## config.mk

```make
export PLATFORM = sky130hd
export DESIGN_NAME = game_phase_ctrl
export DESIGN_NICKNAME = d
export VERILOG_FILES = /design/src/rtl/game_phase_ctrl.sv
export SDC_FILE = /design/constraint.sdc
export NUM_CORES = 1
export LEC_CHECK = 0
export CAP_MARGIN = 10
export CORE_MARGIN = 3
export CORE_UTILIZATION = 40
export CTS_CLUSTER_DIAMETER = 60
export DETAILED_ROUTE_END_ITERATION = 10
export PLACE_DENSITY_LB_ADDON = 0.3
export RECOVER_POWER = 100
export SLEW_MARGIN = 20
export SYNTH_ARGS = -nofsm -noshare
export SYNTH_HDL_FRONTEND = slang
export SYNTH_SLANG_ARGS = --single-unit
```

## constraint.sdc

```tcl
create_clock -name one_hz_clk -period 1.4 [get_ports one_hz_clk]
set_input_delay 0.35 -clock one_hz_clk [delete_from_list [all_inputs] [get_ports one_hz_clk]]
set_output_delay 0.35 -clock one_hz_clk [all_outputs]
set_load 0.01 [all_outputs]
```

## src/rtl/game_phase_ctrl.sv

```systemverilog
// Round-level sequencer for Sky-Stacker: get-ready pre-count, play/pause control,
// round outcome tracking and display status flags, all on the 1 Hz game clock.
module game_phase_ctrl #(
  parameter int unsigned PRE_START = 3,
  parameter int unsigned ROUNDS_W  = 4
) (
  input  logic                one_hz_clk,
  input  logic                rst,
  input  logic                start_btn,
  input  logic                pause_btn,
  input  logic                end_game,
  input  logic                tower_complete,
  output logic                pause,
  output logic                timer_clear,
  output logic [1:0]          pre_count,
  output logic                playing,
  output logic                game_over,
  output logic                game_won,
  output logic                blink,
  output logic [ROUNDS_W-1:0] rounds,
  output logic [2:0]          state_dbg
);

  typedef enum logic [2:0] {
    S_IDLE   = 3'd0,
    S_READY  = 3'd1,
    S_PLAY   = 3'd2,
    S_PAUSED = 3'd3,
    S_LOST   = 3'd4,
    S_WON    = 3'd5
  } state_t;

  localparam logic [1:0]          PRE_START_V = 2'(PRE_START);
  localparam logic [ROUNDS_W-1:0] ROUNDS_MAX  = '1;

  state_t              state_q, state_d;
  logic                start_prev_q, pause_prev_q;
  logic [1:0]          pre_count_q, pre_count_d;
  logic                timer_clear_q, timer_clear_d;
  logic                blink_q, blink_d;
  logic [ROUNDS_W-1:0] rounds_q, rounds_d;
  logic                start_rise, pause_rise;
  logic                flash_d;

  // Previous-value flops reset high so a button held through reset never counts as a press.
  assign start_rise = start_btn & ~start_prev_q;
  assign pause_rise = pause_btn & ~pause_prev_q;

  always_ff @(posedge one_hz_clk or posedge rst) begin
    if (rst) begin
      state_q       <= S_IDLE;
      start_prev_q  <= 1'b1;
      pause_prev_q  <= 1'b1;
      pre_count_q   <= 2'd0;
      timer_clear_q <= 1'b0;
      blink_q       <= 1'b0;
      rounds_q      <= '0;
    end else begin
      state_q       <= state_d;
      start_prev_q  <= start_btn;
      pause_prev_q  <= pause_btn;
      pre_count_q   <= pre_count_d;
      timer_clear_q <= timer_clear_d;
      blink_q       <= blink_d;
      rounds_q      <= rounds_d;
    end
  end

  always_comb begin
    state_d       = state_q;
    pre_count_d   = pre_count_q;
    timer_clear_d = 1'b0;
    rounds_d      = rounds_q;
    blink_d       = 1'b0;
    flash_d       = 1'b0;

    case (state_q)
      S_IDLE, S_LOST, S_WON: begin
        if (start_rise) begin
          state_d       = S_READY;
          pre_count_d   = PRE_START_V;
          timer_clear_d = 1'b1;
          if (rounds_q != ROUNDS_MAX) rounds_d = rounds_q + ROUNDS_W'(1);
        end
      end
      S_READY: begin
        if (pre_count_q == 2'd1) begin
          state_d     = S_PLAY;
          pre_count_d = 2'd0;
        end else begin
          pre_count_d = pre_count_q - 2'd1;
        end
      end
      S_PLAY: begin
        // A completed tower outranks a simultaneous timer expiry.
        if (tower_complete)  state_d = S_WON;
        else if (end_game)   state_d = S_LOST;
        else if (pause_rise) state_d = S_PAUSED;
      end
      S_PAUSED: begin
        if (tower_complete)  state_d = S_WON;
        else if (end_game)   state_d = S_LOST;
        else if (pause_rise) state_d = S_PLAY;
      end
      default: state_d = S_IDLE;
    endcase

    // Blink starts lit on entry to a flashing state, then toggles while it stays there.
    flash_d = (state_d == S_PAUSED) || (state_d == S_LOST) || (state_d == S_WON);
    if (flash_d) blink_d = (state_d == state_q) ? ~blink_q : 1'b1;
  end

  assign pause       = (state_q != S_PLAY);
  assign playing     = (state_q == S_PLAY);
  assign game_over   = (state_q == S_LOST);
  assign game_won    = (state_q == S_WON);
  assign timer_clear = timer_clear_q;
  assign pre_count   = pre_count_q;
  assign blink       = blink_q;
  assign rounds      = rounds_q;
  assign state_dbg   = state_q;

endmodule

```

======== Word-level counts from Yosys, hierarchy flattened ========
Cells that the tools add are included.
W data, S select, Z words.
storage, ports and cells
  output and inout port bits .............. 15
  input bits .............................. 6
  register bits ........................... 13
  word-level logic and storage cells ...... 50
operators by class
  multiplexer cells ....................... 16
  eq/ne operators ......................... 13
  $add $sub $neg .......................... 2
  reduce and logical (&&, ||, !) cells .... 7
  bitwise gates (word level) .............. 5
operator list
  kind                   number
  $mux W3                8
  $eq A3 B3 Y1 const B   4
  $pmux W3 S4            1
  $eq A3 B2 Y1 const B   3
  $add A4 B1 Y4 const B  1
  $mux W1                4
  $mux W2                2
  $ne A4 B4 Y1 const B   1
  $pmux W2 S2            1
  $eq A3 B1 Y1 const B   1
  $eq A3 B3 Y1           1
  $logic_not A3 Y1       1
  $ne A3 B2 Y1 const B   1
  $not A1 Y1             3
  $reduce_and A3 Y1      1
  $reduce_or A3 Y1       1
  $and A1 B1 Y1          2
  $eq A2 B1 Y1 const B   1
  $logic_or A1 B1 Y1     2
  $ne A2 B2 Y1 const B   1
  $reduce_and A2 Y1      1
  $reduce_bool A2 Y1     1
  $sub A2 B1 Y2 const B  1

======== Depth between registers and ports, before layout ========
  word-level depth ........................ 10
  gate-level depth with buffers ........... 7
  depth with buffers taken out ............ 7

======== Worst setup path after synthesis ========
Ideal clock, no wire load.
  path kind ............................... reg-to-reg
  start point ............................. register state_q[0] (netlist: state_dbg[0])
  end point ............................... register rounds_q[1] (netlist: rounds[1])
  required time ........................... 1.275 ns
  stages on the path, launching flop included .. 6
  arrival time ............................ 1.318 ns
  setup slack ............................. -0.043 ns
  path buffers ............................ 1
  path through ............................ dfrtp_1 > buf_4 > nor2b_4 > nor3b_4 > nand2_2 > mux2_2
between the ends
  word-level cells in the longest chain between the ends .. 3
  elaborated cells between the ends (all ways) .. 5
  those cells by class .................... 2 x eq/ne; 3 x reduce/logical
ends and longest elaborated chain
  what                                                     RTL line  source
  start, declared                                          36        state_t state_q, state_d;
  start signal, assigned                                   59        state_q <= state_d;
  $eq A3 B3 Y1 / $logic_not A3 Y1 (equally long branches)  77        case (state_q)
  $reduce_or A3 Y1 *                                       77
  $reduce_and A3 Y1 (no line) *                            -
  end signal, assigned                                     65        rounds_q <= rounds_d;
  end, declared                                            41        logic [ROUNDS_W-1:0] rounds_q, rounds_d;
Every way passes the cells marked *; elsewhere a longest branch is shown, timed or not.
A chain may end at the register's enable or synchronous reset.

======== Worst setup path after layout ========
  start point ............................. register state_q[1] (netlist: state_dbg[1])
  end point ............................... output port game_over
between the ends
  word-level cells in the longest chain between the ends .. 1
ends and longest elaborated chain
  what           RTL line  source
  $eq A3 B3 Y1   115       assign game_over = (state_q == S_LOST);
  end, declared  17        output logic game_over,
No other way between the ends.

==> impl_metrics.xml <==
<?xml version="1.0" encoding="UTF-8"?>
<metrics>
  <group name="grt">
    <metric name="grt_util_met1" unit="%">20.3</metric>
    <metric name="top_usage_layer" unit="">met2</metric>
    <metric name="met3_usage" unit="%">5.64</metric>
    <metric name="grt_usage" unit="%">18.4</metric>
    <metric name="grt_remaining_overflow" unit="">0</metric>
    <metric name="grt_pass1_vias" unit="">634</metric>
    <metric name="first_pass_grt_wire_length" unit="um">2850</metric>
    <metric name="grt_start_max_net_pins" unit="">14</metric>
    <metric name="antenna_found_initial" unit="">0</metric>
    <metric name="groute.layer.met2.usage" unit="%">32.5</metric>
  </group>
  <group name="placement">
    <metric name="hpwl" unit="um">1260</metric>
    <metric name="number_of_input_and_output_port_buffers_inserted" unit="">20</metric>
    <metric name="globalplace.congestion" unit="">0.830</metric>
    <metric name="post_dp_cell_area" unit="sq um">1050</metric>
  </group>
  <group name="final_layout">
    <metric name="final.fill_count" unit="">115</metric>
    <metric name="layout_common_cells" unit="">sky130_fd_sc_hd__buf_4 (19), sky130_fd_sc_hd__buf_6 (13), sky130_fd_sc_hd__dfrtp_1 (8)</metric>
    <metric name="post_route_cells_drive_above_1_share" unit="%">55.8</metric>
    <metric name="n_antenna_cell" unit="">0</metric>
    <metric name="multi_input_comb_area" unit="sq um">380</metric>
    <metric name="areaGrowthSynthToFinish" unit="%">69.1</metric>
    <metric name="final_common_cell" unit="">sky130_fd_sc_hd__buf_4</metric>
    <metric name="final-seq-area" unit="sq um">332</metric>
    <metric name="final_area" unit="sq um">1190</metric>
    <metric name="nets_final" unit="">122</metric>
  </group>
  <group name="run_status">
    <metric name="run_status" unit="">finished with violations</metric>
    <metric name="failed_checks" unit="">setup timing</metric>
  </group>
  <group name="sta">
    <metric name="tightest_slew" unit="ns">0.702</metric>
    <metric name="total_count_of_hold_check_failures_in_the_final_report" unit="">0</metric>
    <metric name="period_needed" unit="ns">1.69</metric>
    <metric name="max_freq" unit="GHz">0.593</metric>
    <metric name="finalCritPeriodShare" unit="%">121</metric>
    <metric name="grt_setup_unrepaired" unit="">yes</metric>
    <metric name="clock_skew" unit="ns">0.00427</metric>
    <metric name="slack_of_the_critical_path" unit="ns">-0.288</metric>
    <metric name="worst_slew_margin_rel" unit="%">53.2</metric>
    <metric name="finalSetupViolCount" unit="">12</metric>
    <metric name="finalMaxSlewViolations" unit="">0</metric>
  </group>
  <group name="yosys">
    <metric name="area_share_of_xor_xnor_cells_in_the_synthesized_design" unit="%">3.72</metric>
    <metric name="synth_nets" unit="">71</metric>
    <metric name="post-synth-top-area-fraction" unit="%">39.0</metric>
    <metric name="synth-adder-area-share" unit="%">3.55</metric>
    <metric name="synth.lib_cells_used.distinct" unit="">36</metric>
    <metric name="post_synth_mux_area_share" unit="%">1.60</metric>
    <metric name="yosysWarnings" unit="">0</metric>
    <metric name="asyncSetResetFlopFracSynth" unit="%">100</metric>
    <metric name="synth.ff_latch_count" unit="">13</metric>
    <metric name="main_combinational_cell_family_by_area_after_synthesis" unit="">simple AND/OR/NAND/NOR gates</metric>
    <metric name="ys_dominant_reg_cell" unit="">sky130_fd_sc_hd__dfrtp_1</metric>
    <metric name="synth.yosys.seq_area_share" unit="%">46.5</metric>
    <metric name="avg_inst_size_synth" unit="sq um">11.2</metric>
    <metric name="synth_simple_gate_area_share" unit="%">24.8</metric>
    <metric name="netlist_instances" unit="">63</metric>
    <metric name="synth_area" unit="sq um">706</metric>
    <metric name="yosys.area.top_type" unit="">sky130_fd_sc_hd__dfrtp_1</metric>
    <metric name="post_synth_main_area_contributors" unit="">sky130_fd_sc_hd__dfrtp_1 (39%), sky130_fd_sc_hd__dfstp_2 (7.4%), sky130_fd_sc_hd__xnor2_1 (3.7%)</metric>
    <metric name="synth_compound_gate_area_share" unit="%">15.1</metric>
    <metric name="synth_enable_flop_cells" unit="">0</metric>
  </group>
  <group name="min_path">
    <metric name="holdCritStartpoint" unit="">blink</metric>
    <metric name="hold_critical_path_endpoint" unit="">blink</metric>
    <metric name="hold_path_class" unit="">reg2reg</metric>
    <metric name="worst_hold_path.num_cells" unit="">1</metric>
  </group>
  <group name="clock_network">
    <metric name="numClockSinks" unit="">13</metric>
    <metric name="cts.htree.levels" unit="">1</metric>
    <metric name="holdBufCountCts" unit="">0</metric>
    <metric name="cts_tree" unit="">done</metric>
    <metric name="tritoncts.num_buffers" unit="">3</metric>
    <metric name="clk_pin_slew_worst_setup_hold_paths" unit="ns">0.08</metric>
    <metric name="cts_root_buffer" unit="">sky130_fd_sc_hd__clkbuf_4</metric>
    <metric name="clock_latency" unit="ns">0.28</metric>
    <metric name="clockBufferDepth" unit="">2</metric>
  </group>
  <group name="power">
    <metric name="cellPowerDensity" unit="nW/um^2">2260</metric>
    <metric name="vdd_ir_drop_max" unit="V">0.00130</metric>
    <metric name="power.total" unit="mW">2.69</metric>
    <metric name="static_leak" unit="nW">0.572</metric>
  </group>
  <group name="critical_path">
    <metric name="worstSetupStartpointType" unit="">flop</metric>
    <metric name="rr_startpoint" unit="">state_dbg[0]</metric>
    <metric name="timing.critical_path.from" unit="">state_dbg[1]</metric>
    <metric name="worstReg2RegEnd" unit="">rounds[3]</metric>
    <metric name="r2r_cells" unit="">7</metric>
    <metric name="rrSetupSlack" unit="ns">-0.25</metric>
    <metric name="timing_worst_setup_path_type" unit="">reg2out</metric>
    <metric name="timing.critical_path.to_type" unit="">output pin</metric>
    <metric name="path_max_fanout" unit="">3</metric>
    <metric name="worst_ep_required_time" unit="ns">1.05</metric>
    <metric name="worst_ep_arrival_time" unit="ns">1.34</metric>
  </group>
  <group name="route">
    <metric name="num_vias" unit="">671</metric>
    <metric name="drc_errors" unit="">0</metric>
    <metric name="postRouteAntennaNets" unit="">0</metric>
    <metric name="drt_pre_antenna_iters" unit="">4</metric>
    <metric name="finalWirelength" unit="um">1930</metric>
    <metric name="drt-initial-drc-count" unit="">9</metric>
    <metric name="vias_per_cell" unit="">5.20</metric>
    <metric name="wire_per_inst" unit="um">14.9</metric>
  </group>
  <group name="floorplan">
    <metric name="fp-row-count" unit="">14</metric>
    <metric name="floorplan_core_area" unit="sq um">1580</metric>
    <metric name="die-width" unit="um">48</metric>
    <metric name="die_height" unit="um">48</metric>
    <metric name="dieArea" unit="sq um">2300</metric>
    <metric name="io_pins" unit="">21</metric>
    <metric name="initial_core_utilization" unit="%">44.8</metric>
  </group>
  <group name="flow_run">
    <metric name="drv.max_cap_violation_count" unit="">0</metric>
  </group>
</metrics>
## cells in the mapped netlist (2+ instances only)
master,count
sky130_fd_sc_hd__dfrtp_1,11
sky130_fd_sc_hd__ha_1,2
sky130_fd_sc_hd__a21oi_1,4
sky130_fd_sc_hd__dfstp_2,2
sky130_fd_sc_hd__nor2_1,4
sky130_fd_sc_hd__nor2b_1,3
sky130_fd_sc_hd__o21ai_0,3
sky130_fd_sc_hd__xnor2_1,3
sky130_fd_sc_hd__inv_1,4
## how the worst max path moves through the flow
stage	cells past startpoint	end	slack, ns
global route	4	game_over	-0.33
CTS	4	game_over	-0.24
finish	4	game_over	-0.29
floorplan	6	blink	-0.02
global placement	6	blink	-0.40
detailed placement	6	blink	-0.44
## critical path, cell delays in order, from the launching register on
cell,delay [ns]
sky130_fd_sc_hd__dfrtp_2,0.43
sky130_fd_sc_hd__buf_6,0.14
sky130_fd_sc_hd__or2b_1,0.24
sky130_fd_sc_hd__nor2_1,0.12
sky130_fd_sc_hd__buf_2,0.14
## registers in the layout, summed over array words and instances (netlist names)
signal	flops
pre_count	2
start_prev_q	1
state_dbg	3
rounds	4
pause_prev_q	1
blink	1
timer_clear	1
## cell type report
| type | instances | area share, % |
|---|---|---|
| clock inverter | 1 | 0.419 |
| clock buffer | 3 | 1.89 |
| timing repair buffer | 48 | 35.1 |
| tap | 16 | 1.68 |
| sequential | 13 | 27.8 |
| multi-input combinational | 44 | 31.9 |
| inverter | 4 | 1.26 |
## cells by family (layout without fill, tap and decap cells)
group           count (synthesis)  count (layout)
fa+ha+maj                       2               2
mux                             1               1
compound gates                 15              15
xor+xnor                        3               3
buf+inv                         6              56
flops                          13              13
simple gates                   23              23
## timing repair
action                                  CTS  global route
buffers inserted                          9             3
resized for setup                        56            10
pin swaps                                 5             3
endpoints found under the setup margin   21            16
## where the power goes
part	switching, mW	internal, mW	leakage (nW)	total [mW]
logic	0.776	1.04	0.405	1.81
clock network	0.128	0.106	0.0177	0.234
registers	0.112	0.534	0.149	0.646
total	1.02	1.68	0.572	2.69
## layer usage
| layer | vias up | wire [um] |
|---|---|---|
| met5 | - | 0 |
| met2 | 22 | 1050 |
| met3 | 2 | 91 |
| li1 | 323 | - |
| met1 | 324 | 779 |
| met4 | 0 | 10 |
## metrics by stage
step	cells	setup slack (ns)	hold slack, ns	TNS (ns)	util (%)
floorplan	63	-0.0236	0.225	-0.0417	-
global placement	115	-0.404	0.475	-3.91	66.3
detailed placement	115	-0.436	0.477	-4.09	66.3
CTS	128	-0.243	0.356	-1.47	74.4
global route	129	-0.332	0.508	-2.50	75.7
finish	129	-0.288	0.497	-1.76	75.7
(Power assumes the default switching activity.)
